**src/rtl/ula_pkg.sv**
```systemverilog
// Shared definitions for the execute-stage ALU: widths, control codes, FSM states.
package ula_pkg;

    localparam int unsigned WIDTH  = 32;
    localparam int unsigned CODE_W = 5;
    localparam int unsigned CNT_W  = 6;

    localparam logic [CODE_W-1:0] OP_ADD   = 5'd0;
    localparam logic [CODE_W-1:0] OP_SUB   = 5'd1;
    localparam logic [CODE_W-1:0] OP_MULT  = 5'd2;
    localparam logic [CODE_W-1:0] OP_DIV   = 5'd3;
    localparam logic [CODE_W-1:0] OP_AND   = 5'd4;
    localparam logic [CODE_W-1:0] OP_OR    = 5'd5;
    localparam logic [CODE_W-1:0] OP_NAND  = 5'd6;
    localparam logic [CODE_W-1:0] OP_NOR   = 5'd7;
    localparam logic [CODE_W-1:0] OP_BEQ   = 5'd8;
    localparam logic [CODE_W-1:0] OP_BNE   = 5'd9;
    localparam logic [CODE_W-1:0] OP_BGT   = 5'd10;
    localparam logic [CODE_W-1:0] OP_BLT   = 5'd11;
    localparam logic [CODE_W-1:0] OP_SLT   = 5'd12;
    localparam logic [CODE_W-1:0] OP_SLE   = 5'd13;
    localparam logic [CODE_W-1:0] OP_SGE   = 5'd14;
    localparam logic [CODE_W-1:0] OP_PASSB = 5'd31;

    typedef enum logic [1:0] {IDLE, CALC, FIX} state_e;

    // Two's complement magnitude; MIN maps to itself, which is correct when read unsigned.
    function automatic logic [WIDTH-1:0] abs_val(input logic [WIDTH-1:0] x);
        return x[WIDTH-1] ? -x : x;
    endfunction

endpackage

```
**src/rtl/ula_if.sv**
```systemverilog
// Request/result bundle between the pipeline and the execute-stage ALU.
interface ula_if;
    import ula_pkg::*;

    logic              start;
    logic              flush;
    logic [CODE_W-1:0] controle;
    logic [WIDTH-1:0]  a;
    logic [WIDTH-1:0]  b;
    logic [WIDTH-1:0]  result;
    logic [WIDTH-1:0]  hi;
    logic              cond;
    logic              zero;
    logic              busy;
    logic              done;

    modport master (output start, flush, controle, a, b,
                    input  result, hi, cond, zero, busy, done);
    modport slave  (input  start, flush, controle, a, b,
                    output result, hi, cond, zero, busy, done);
endinterface

```
**src/rtl/ula_mdu_iter.sv**
```systemverilog
// Iterative unsigned-magnitude multiply (shift-add) / restoring divide with final sign fix.
module ula_mdu_iter
    import ula_pkg::*;
(
    input  logic             clk,
    input  logic             rst_n,
    input  logic             load,
    input  logic             step,
    input  logic             is_div,
    input  logic [WIDTH-1:0] a,
    input  logic [WIDTH-1:0] b,
    output logic             last_c,
    output logic [WIDTH-1:0] lo_c,
    output logic [WIDTH-1:0] hi_c
);
    logic [WIDTH-1:0] acc_q, acc_d, mq_q, mq_d, md_q, md_d;
    logic [CNT_W-1:0] cnt_q, cnt_d;
    logic             div_q, div_d, negq_q, negq_d, negr_q, negr_d, dz_q, dz_d;

    logic [WIDTH:0]     prod_sum, rem_sh;
    logic               borrow;
    logic [2*WIDTH-1:0] prod, prod_fix;

    always_comb begin
        acc_d  = acc_q;
        mq_d   = mq_q;
        md_d   = md_q;
        cnt_d  = cnt_q;
        div_d  = div_q;
        negq_d = negq_q;
        negr_d = negr_q;
        dz_d   = dz_q;

        prod_sum = {1'b0, acc_q} + {1'b0, md_q};
        rem_sh   = {acc_q, mq_q[WIDTH-1]};
        borrow   = rem_sh < {1'b0, md_q};

        if (load) begin
            acc_d  = '0;
            cnt_d  = '0;
            div_d  = is_div;
            negq_d = a[WIDTH-1] ^ b[WIDTH-1];
            negr_d = a[WIDTH-1];
            dz_d   = is_div && (b == '0);
            mq_d   = is_div ? abs_val(a) : abs_val(b);
            md_d   = is_div ? abs_val(b) : abs_val(a);
        end else if (step) begin
            cnt_d = cnt_q + CNT_W'(1);
            if (div_q) begin
                acc_d = borrow ? rem_sh[WIDTH-1:0] : WIDTH'(rem_sh - {1'b0, md_q});
                mq_d  = {mq_q[WIDTH-2:0], ~borrow};
            end else if (mq_q[0]) begin
                {acc_d, mq_d} = {prod_sum, mq_q[WIDTH-1:1]};
            end else begin
                {acc_d, mq_d} = {1'b0, acc_q, mq_q[WIDTH-1:1]};
            end
        end
    end

    // Signed results: product negated as a whole; quotient/remainder fixed separately.
    always_comb begin
        prod     = {acc_q, mq_q};
        prod_fix = negq_q ? -prod : prod;
        if (div_q) begin
            lo_c = dz_q ? '1 : (negq_q ? -mq_q : mq_q);
            hi_c = negr_q ? -acc_q : acc_q;
        end else begin
            lo_c = prod_fix[WIDTH-1:0];
            hi_c = prod_fix[2*WIDTH-1:WIDTH];
        end
    end

    assign last_c = (cnt_q == CNT_W'(WIDTH - 1));

    always_ff @(posedge clk or negedge rst_n) begin
        if (!rst_n) begin
            acc_q  <= '0;
            mq_q   <= '0;
            md_q   <= '0;
            cnt_q  <= '0;
            div_q  <= 1'b0;
            negq_q <= 1'b0;
            negr_q <= 1'b0;
            dz_q   <= 1'b0;
        end else begin
            acc_q  <= acc_d;
            mq_q   <= mq_d;
            md_q   <= md_d;
            cnt_q  <= cnt_d;
            div_q  <= div_d;
            negq_q <= negq_d;
            negr_q <= negr_d;
            dz_q   <= dz_d;
        end
    end
endmodule

```
**src/rtl/ula_exec.sv**
```systemverilog
// Execute-stage ALU: single-cycle ops in IDLE, iterative mult/div via CALC/FIX.
module ula_exec
    import ula_pkg::*;
(
    input  logic clk,
    input  logic rst_n,
    ula_if.slave bus
);
    state_e           state_q, state_d;
    logic [WIDTH-1:0] result_q, result_d, hi_q, hi_d;
    logic             cond_q, cond_d, done_q, done_d, busy_q, busy_d;

    logic [WIDTH-1:0] alu_res, diff, mdu_lo, mdu_hi;
    logic             alu_cond, eq, lt, mdu_load, mdu_step, mdu_last;

    // Single-cycle datapath.
    always_comb begin
        diff     = bus.a - bus.b;
        eq       = (bus.a == bus.b);
        lt       = $signed(bus.a) < $signed(bus.b);
        alu_res  = '0;
        alu_cond = 1'b0;
        case (bus.controle)
            OP_ADD:   alu_res = bus.a + bus.b;
            OP_SUB:   alu_res = diff;
            OP_AND:   alu_res = bus.a & bus.b;
            OP_OR:    alu_res = bus.a | bus.b;
            OP_NAND:  alu_res = ~(bus.a & bus.b);
            OP_NOR:   alu_res = ~(bus.a | bus.b);
            OP_BEQ:   begin alu_res = diff; alu_cond = eq;         end
            OP_BNE:   begin alu_res = diff; alu_cond = !eq;        end
            OP_BGT:   begin alu_res = diff; alu_cond = !lt && !eq; end
            OP_BLT:   begin alu_res = diff; alu_cond = lt;         end
            OP_SLT:   alu_res = WIDTH'(lt);
            OP_SLE:   alu_res = WIDTH'(lt || eq);
            OP_SGE:   alu_res = WIDTH'(!lt);
            OP_PASSB: alu_res = bus.b;
            default:  alu_res = '0;
        endcase
    end

    always_comb begin
        state_d  = state_q;
        result_d = result_q;
        hi_d     = hi_q;
        cond_d   = cond_q;
        done_d   = 1'b0;
        mdu_load = 1'b0;
        mdu_step = 1'b0;
        case (state_q)
            IDLE: begin
                if (bus.start && !bus.flush) begin
                    if (bus.controle == OP_MULT || bus.controle == OP_DIV) begin
                        mdu_load = 1'b1;
                        state_d  = CALC;
                    end else begin
                        result_d = alu_res;
                        cond_d   = alu_cond;
                        done_d   = 1'b1;
                    end
                end
            end
            CALC: begin
                if (bus.flush) begin
                    state_d = IDLE;
                end else begin
                    mdu_step = 1'b1;
                    if (mdu_last) state_d = FIX;
                end
            end
            FIX: begin
                state_d = IDLE;
                if (!bus.flush) begin
                    result_d = mdu_lo;
                    hi_d     = mdu_hi;
                    cond_d   = 1'b0;
                    done_d   = 1'b1;
                end
            end
            default: state_d = IDLE;
        endcase
        busy_d = (state_d != IDLE);
    end

    ula_mdu_iter u_mdu (
        .clk    (clk),
        .rst_n  (rst_n),
        .load   (mdu_load),
        .step   (mdu_step),
        .is_div (bus.controle == OP_DIV),
        .a      (bus.a),
        .b      (bus.b),
        .last_c (mdu_last),
        .lo_c   (mdu_lo),
        .hi_c   (mdu_hi)
    );

    always_ff @(posedge clk or negedge rst_n) begin
        if (!rst_n) begin
            state_q  <= IDLE;
            result_q <= '0;
            hi_q     <= '0;
            cond_q   <= 1'b0;
            done_q   <= 1'b0;
            busy_q   <= 1'b0;
        end else begin
            state_q  <= state_d;
            result_q <= result_d;
            hi_q     <= hi_d;
            cond_q   <= cond_d;
            done_q   <= done_d;
            busy_q   <= busy_d;
        end
    end

    assign bus.result = result_q;
    assign bus.hi     = hi_q;
    assign bus.cond   = cond_q;
    assign bus.done   = done_q;
    assign bus.busy   = busy_q;
    assign bus.zero   = (result_q == '0);
endmodule

```
**src/flat_wrapper.sv**
```systemverilog
// flat-port wrapper written by rule: the top's interface ports become plain ports
module ula_exec_flat import ula_pkg::*;
  (clk, rst_n, bus_start, bus_flush, bus_controle, bus_a, bus_b, bus_result, bus_hi, bus_cond, bus_zero, bus_busy, bus_done);
  ula_if bus_i ();
  input  logic clk;
  input  logic rst_n;
  input wire logic [$bits(bus_i.start)-1:0] bus_start;
  input wire logic [$bits(bus_i.flush)-1:0] bus_flush;
  input wire logic [$bits(bus_i.controle)-1:0] bus_controle;
  input wire logic [$bits(bus_i.a)-1:0] bus_a;
  input wire logic [$bits(bus_i.b)-1:0] bus_b;
  output wire logic [$bits(bus_i.result)-1:0] bus_result;
  output wire logic [$bits(bus_i.hi)-1:0] bus_hi;
  output wire logic [$bits(bus_i.cond)-1:0] bus_cond;
  output wire logic [$bits(bus_i.zero)-1:0] bus_zero;
  output wire logic [$bits(bus_i.busy)-1:0] bus_busy;
  output wire logic [$bits(bus_i.done)-1:0] bus_done;
  assign bus_i.start = bus_start;
  assign bus_i.flush = bus_flush;
  assign bus_i.controle = bus_controle;
  assign bus_i.a = bus_a;
  assign bus_i.b = bus_b;
  assign bus_result = bus_i.result;
  assign bus_hi = bus_i.hi;
  assign bus_cond = bus_i.cond;
  assign bus_zero = bus_i.zero;
  assign bus_busy = bus_i.busy;
  assign bus_done = bus_i.done;
  ula_exec u_core (.clk(clk), .rst_n(rst_n), .bus(bus_i));
endmodule
```
**config.mk**
```make
export PLATFORM = sky130hd
export DESIGN_NAME = ula_exec_flat
export DESIGN_NICKNAME = d
export VERILOG_FILES = /design/src/rtl/ula_pkg.sv /design/src/rtl/ula_if.sv /design/src/rtl/ula_mdu_iter.sv /design/src/rtl/ula_exec.sv /design/src/flat_wrapper.sv
export SDC_FILE = /design/constraint.sdc
export NUM_CORES = 1
export LEC_CHECK = 0
export CORE_MARGIN = 4
export CORE_UTILIZATION = 38
export DETAILED_ROUTE_END_ITERATION = 10
export PLACE_DENSITY = 0.61
export SETUP_SLACK_MARGIN = 0.4
export SLEW_MARGIN = 20
export SYNTH_ARGS = -nofsm -noshare
export SYNTH_HDL_FRONTEND = slang
export SYNTH_SLANG_ARGS = --single-unit
```
**constraint.sdc**
```tcl
create_clock -name clk -period 8.3 [get_ports clk]
set_clock_uncertainty 0.2 [all_clocks]
set_input_delay 2.075 -clock clk [delete_from_list [all_inputs] [get_ports clk]]
set_output_delay 2.075 -clock clk [all_outputs]
set_load 0.01 [all_outputs]
```
==> results.sh <==
export IMPL_clkSinkCount=175
export IMPL_grt_max_degree=98
export IMPL_p_int_mw=2.63
export IMPL_tightestPinTransition_ns=1.13
export IMPL_via_per_inst=6.08
export IMPL_core_sq_um=52800
export IMPL_die_y_microns=239
export IMPL_rsz0062_at_grt="false"
export IMPL_min_from="u_core.bus.hi[9]"
export IMPL_async_flop_share_pct=100
export IMPL_crit_arrival_ns=6.23
export IMPL_grt_pass1_vias=20213
export IMPL_crit_type="in -> reg"
export IMPL_worstHoldPathType="reg -> reg"
export IMPL_synthTopCellsByArea="dfrtp_1, ha_1, o21ai_0"
export IMPL_synth_warnings=0
export IMPL_cts_resized=0
export IMPL_leakage_nw=9.55
export IMPL_nFillCells=5389
export IMPL_setup_tns_final_ns=0
export IMPL_final_area_sq_um=22700
export IMPL_placed_area_sq_um=22100
export IMPL_vdd_drop_max_mv=0.193
export IMPL_power_frac_seq_pct=26.3
export IMPL_grt_use_total_pct=26.8
export IMPL_fin_crit_ns=6.04
export IMPL_power_frac_comb_pct=56.9
export IMPL_dieArea_sq_um=57200
export IMPL_multi_input_area_sq_um=14700
export IMPL_post_cts_setup_buffer_count=0
export IMPL_synth_top_area_cell="dfrtp_1"
export IMPL_cts_tree="built"
export IMPL_p_clk_share_pct=16.7
export IMPL_setup_viol=0
export IMPL_antenna_left=0
export IMPL_ys_ff_latch=175
export IMPL_synth_area_sq_um=20300
export IMPL_cp_max_fo=8
export IMPL_synth_distinct_cells=77
export IMPL_synth_seq_area_share_pct=21.6
export IMPL_synth_edf_count=0
export IMPL_boundaryPins=141
export IMPL_vias=20929
export IMPL_synth_nets=2978
export IMPL_drv_cap=0
export IMPL_fmax_mhz=165
export IMPL_drive_above_1_share_pct=3.92
export IMPL_p_sw_share_pct=49.1
export IMPL_syn_avg_cell_area_sq_um=7.42
export IMPL_final_nets=2982
export IMPL_cts_root_buf="clkbuf_16"
export IMPL_syn2layout_area_growth_pct=12.0
export IMPL_period_share_pct=72.8
export IMPL_start_util_pct=38.5
export IMPL_globalplace_congestion=1.00
export IMPL_power_density_nw_per_um2=228
export IMPL_grt_pass1_wl_microns=120000
export IMPL_detail_route_wl_per_cell_microns=22.7
export IMPL_worstSetupStartpointType="input pin"
export IMPL_crit_path_start="bus_b[9]"
export IMPL_cts_path_max_buffers=2
export IMPL_final_common_cell="o21ai_0"
export IMPL_cts_clk_slew_worst_paths_ns=0.08
export IMPL_status="completed"
export IMPL_slew_headroom_pct=24.5
export IMPL_crit_required_ns=8.49
export IMPL_synthCells=2736
export IMPL_ctsHoldBuffers=0
export IMPL_routed_wl_microns=78100
export IMPL_htree_levels=4
export IMPL_antenna_found_initial=0
export IMPL_dp_hpwl_microns=59300
export IMPL_route_detailed_drc=0
export IMPL_r2r_start="u_core.u_mdu.acc_q[0]"
export IMPL_dr_first_iter_drc_count=1843
export IMPL_fp_dieW_microns=239
export IMPL_grt_overflow=0
export IMPL_p_switching_mw=2.54
export IMPL_drtPass1Iterations=6
export IMPL_cts_buffers=17
export IMPL_rows=84
export IMPL_finalHoldViolCount=0
export IMPL_num_antenna_cells=0
export IMPL_clk_latency_ns=0.52
export IMPL_cp_end_kind="flip-flop"
export IMPL_netlist_area_leader_share_pct=21.6
export IMPL_final_cell_mix="o21ai_0, nand2_1, a21oi_1"
export IMPL_slew_viol_final=0
export IMPL_synth_ff_type="dfrtp_1"
export IMPL_ff_latch_area_sq_um=4380
export IMPL_io_buffers=140
-- layer usage --
layer,share of wire (%),global-route usage (%),vias to the layer above
met5,0,0,-
met4,3.0,8.64,0
met3,6.9,4.56,126
met2,45,43.1,855
met1,45,36.7,9999
li1,-,-,9949
-- layout make-up --
type	instances	area share, %
timing repair buffer	167	7.04
multi-input combinational	2225	64.7
inverter	154	2.54
clock buffer	17	1.87
sequential	175	19.3
tap	688	3.79
clock inverter	15	0.732
-- synth_stat cells, drive strengths merged, types with 18 or more instances --
cell type  instances
inv              153
o21bai            24
ha               165
a21o              50
nor4              27
clkbuf           154
a211oi            31
mux2i             54
a221oi            19
o22a              18
nand2            299
nor2             197
xnor2            162
a21oi            234
o221ai            27
o31ai             48
nand4             19
dfrtp            175
nor3              35
a31oi             21
o211ai            47
nand3             65
or3               38
a22oi             27
buf               28
xor2              56
o21ai            308
-- stage by stage --
stage	worst slack [ns]	cells	util [%]	total power, mW	hold slack, ns
after global placement	1.90	3409	42.0	4.23	0.261
after floorplan	3.01	2736	-	3.38	0.248
after CTS	2.38	3441	43.1	5.14	0.287
final	2.26	3441	43.1	5.17	0.280
after detailed placement	1.81	3409	42.0	4.26	0.272
after global routing	2.07	3441	43.1	5.57	0.307
-- sequential cells by signal, indices dropped and copies added, names as in the netlist --
signal	count
u_core.bus.cond	1
u_core.u_mdu.negr_q	1
u_core.bus.result	32
u_core.bus.busy	1
u_core.u_mdu.negq_q	1
u_core.bus.done	1
u_core.state_q	2
u_core.bus.hi	32
u_core.u_mdu.md_q	32
u_core.u_mdu.mq_q	32
u_core.u_mdu.div_q	1
u_core.u_mdu.cnt_q	6
u_core.u_mdu.dz_q	1
u_core.u_mdu.acc_q	32
-- worst paths after layout --
| path | to | slack (ns) | depth (start not counted) |
|---|---|---|---|
| hold / removal | u_core.bus.hi[9] | 0.28 | 2 |
| min in group asynchronous | u_core.bus.hi[6] | 1.45 | 1 |
| setup / recovery | u_core.bus.result[31] | 2.26 | 13 |
| max in group asynchronous | u_core.u_mdu.div_q | 5.27 | 2 |
| hold reg to reg | u_core.bus.hi[9] | 0.28 | 2 |
| setup reg to reg | u_core.u_mdu.acc_q[23] | 3.84 | 12 |
-- power by group through the flow --
stage               sequential [mW]  clock (mW)  combinational, mW
finish                         1.36       0.865               2.95
CTS                            1.36       0.883               2.91
global route                   1.39       0.917               3.26
detailed placement             1.37           0               2.89
floorplan                      1.19           0               2.20
global placement               1.37           0               2.86
-- critical path, cell delays in order --
cell             delay [ns]
clkdlybuf4s50_1        0.65
inv_1                  0.11
ha_1                   0.42
or3_1                  0.46
nor4b_1                0.30
o31ai_1                0.23
a211oi_1               0.51
nor3_1                 0.16
o41ai_1                0.55
a31oi_1                0.20
xor2_1                 0.17
a221oi_1               0.29
o31ai_1                0.11
-- kinds of logic after synthesis --
kind of cell,synth area share [%]
buf+inv,6.29
compound gates,31.4
fa+ha+maj,10.6
simple gates,17.9
flops,21.6
xor+xnor,9.41
mux,2.94
Power figures use the tool's default switching activity.
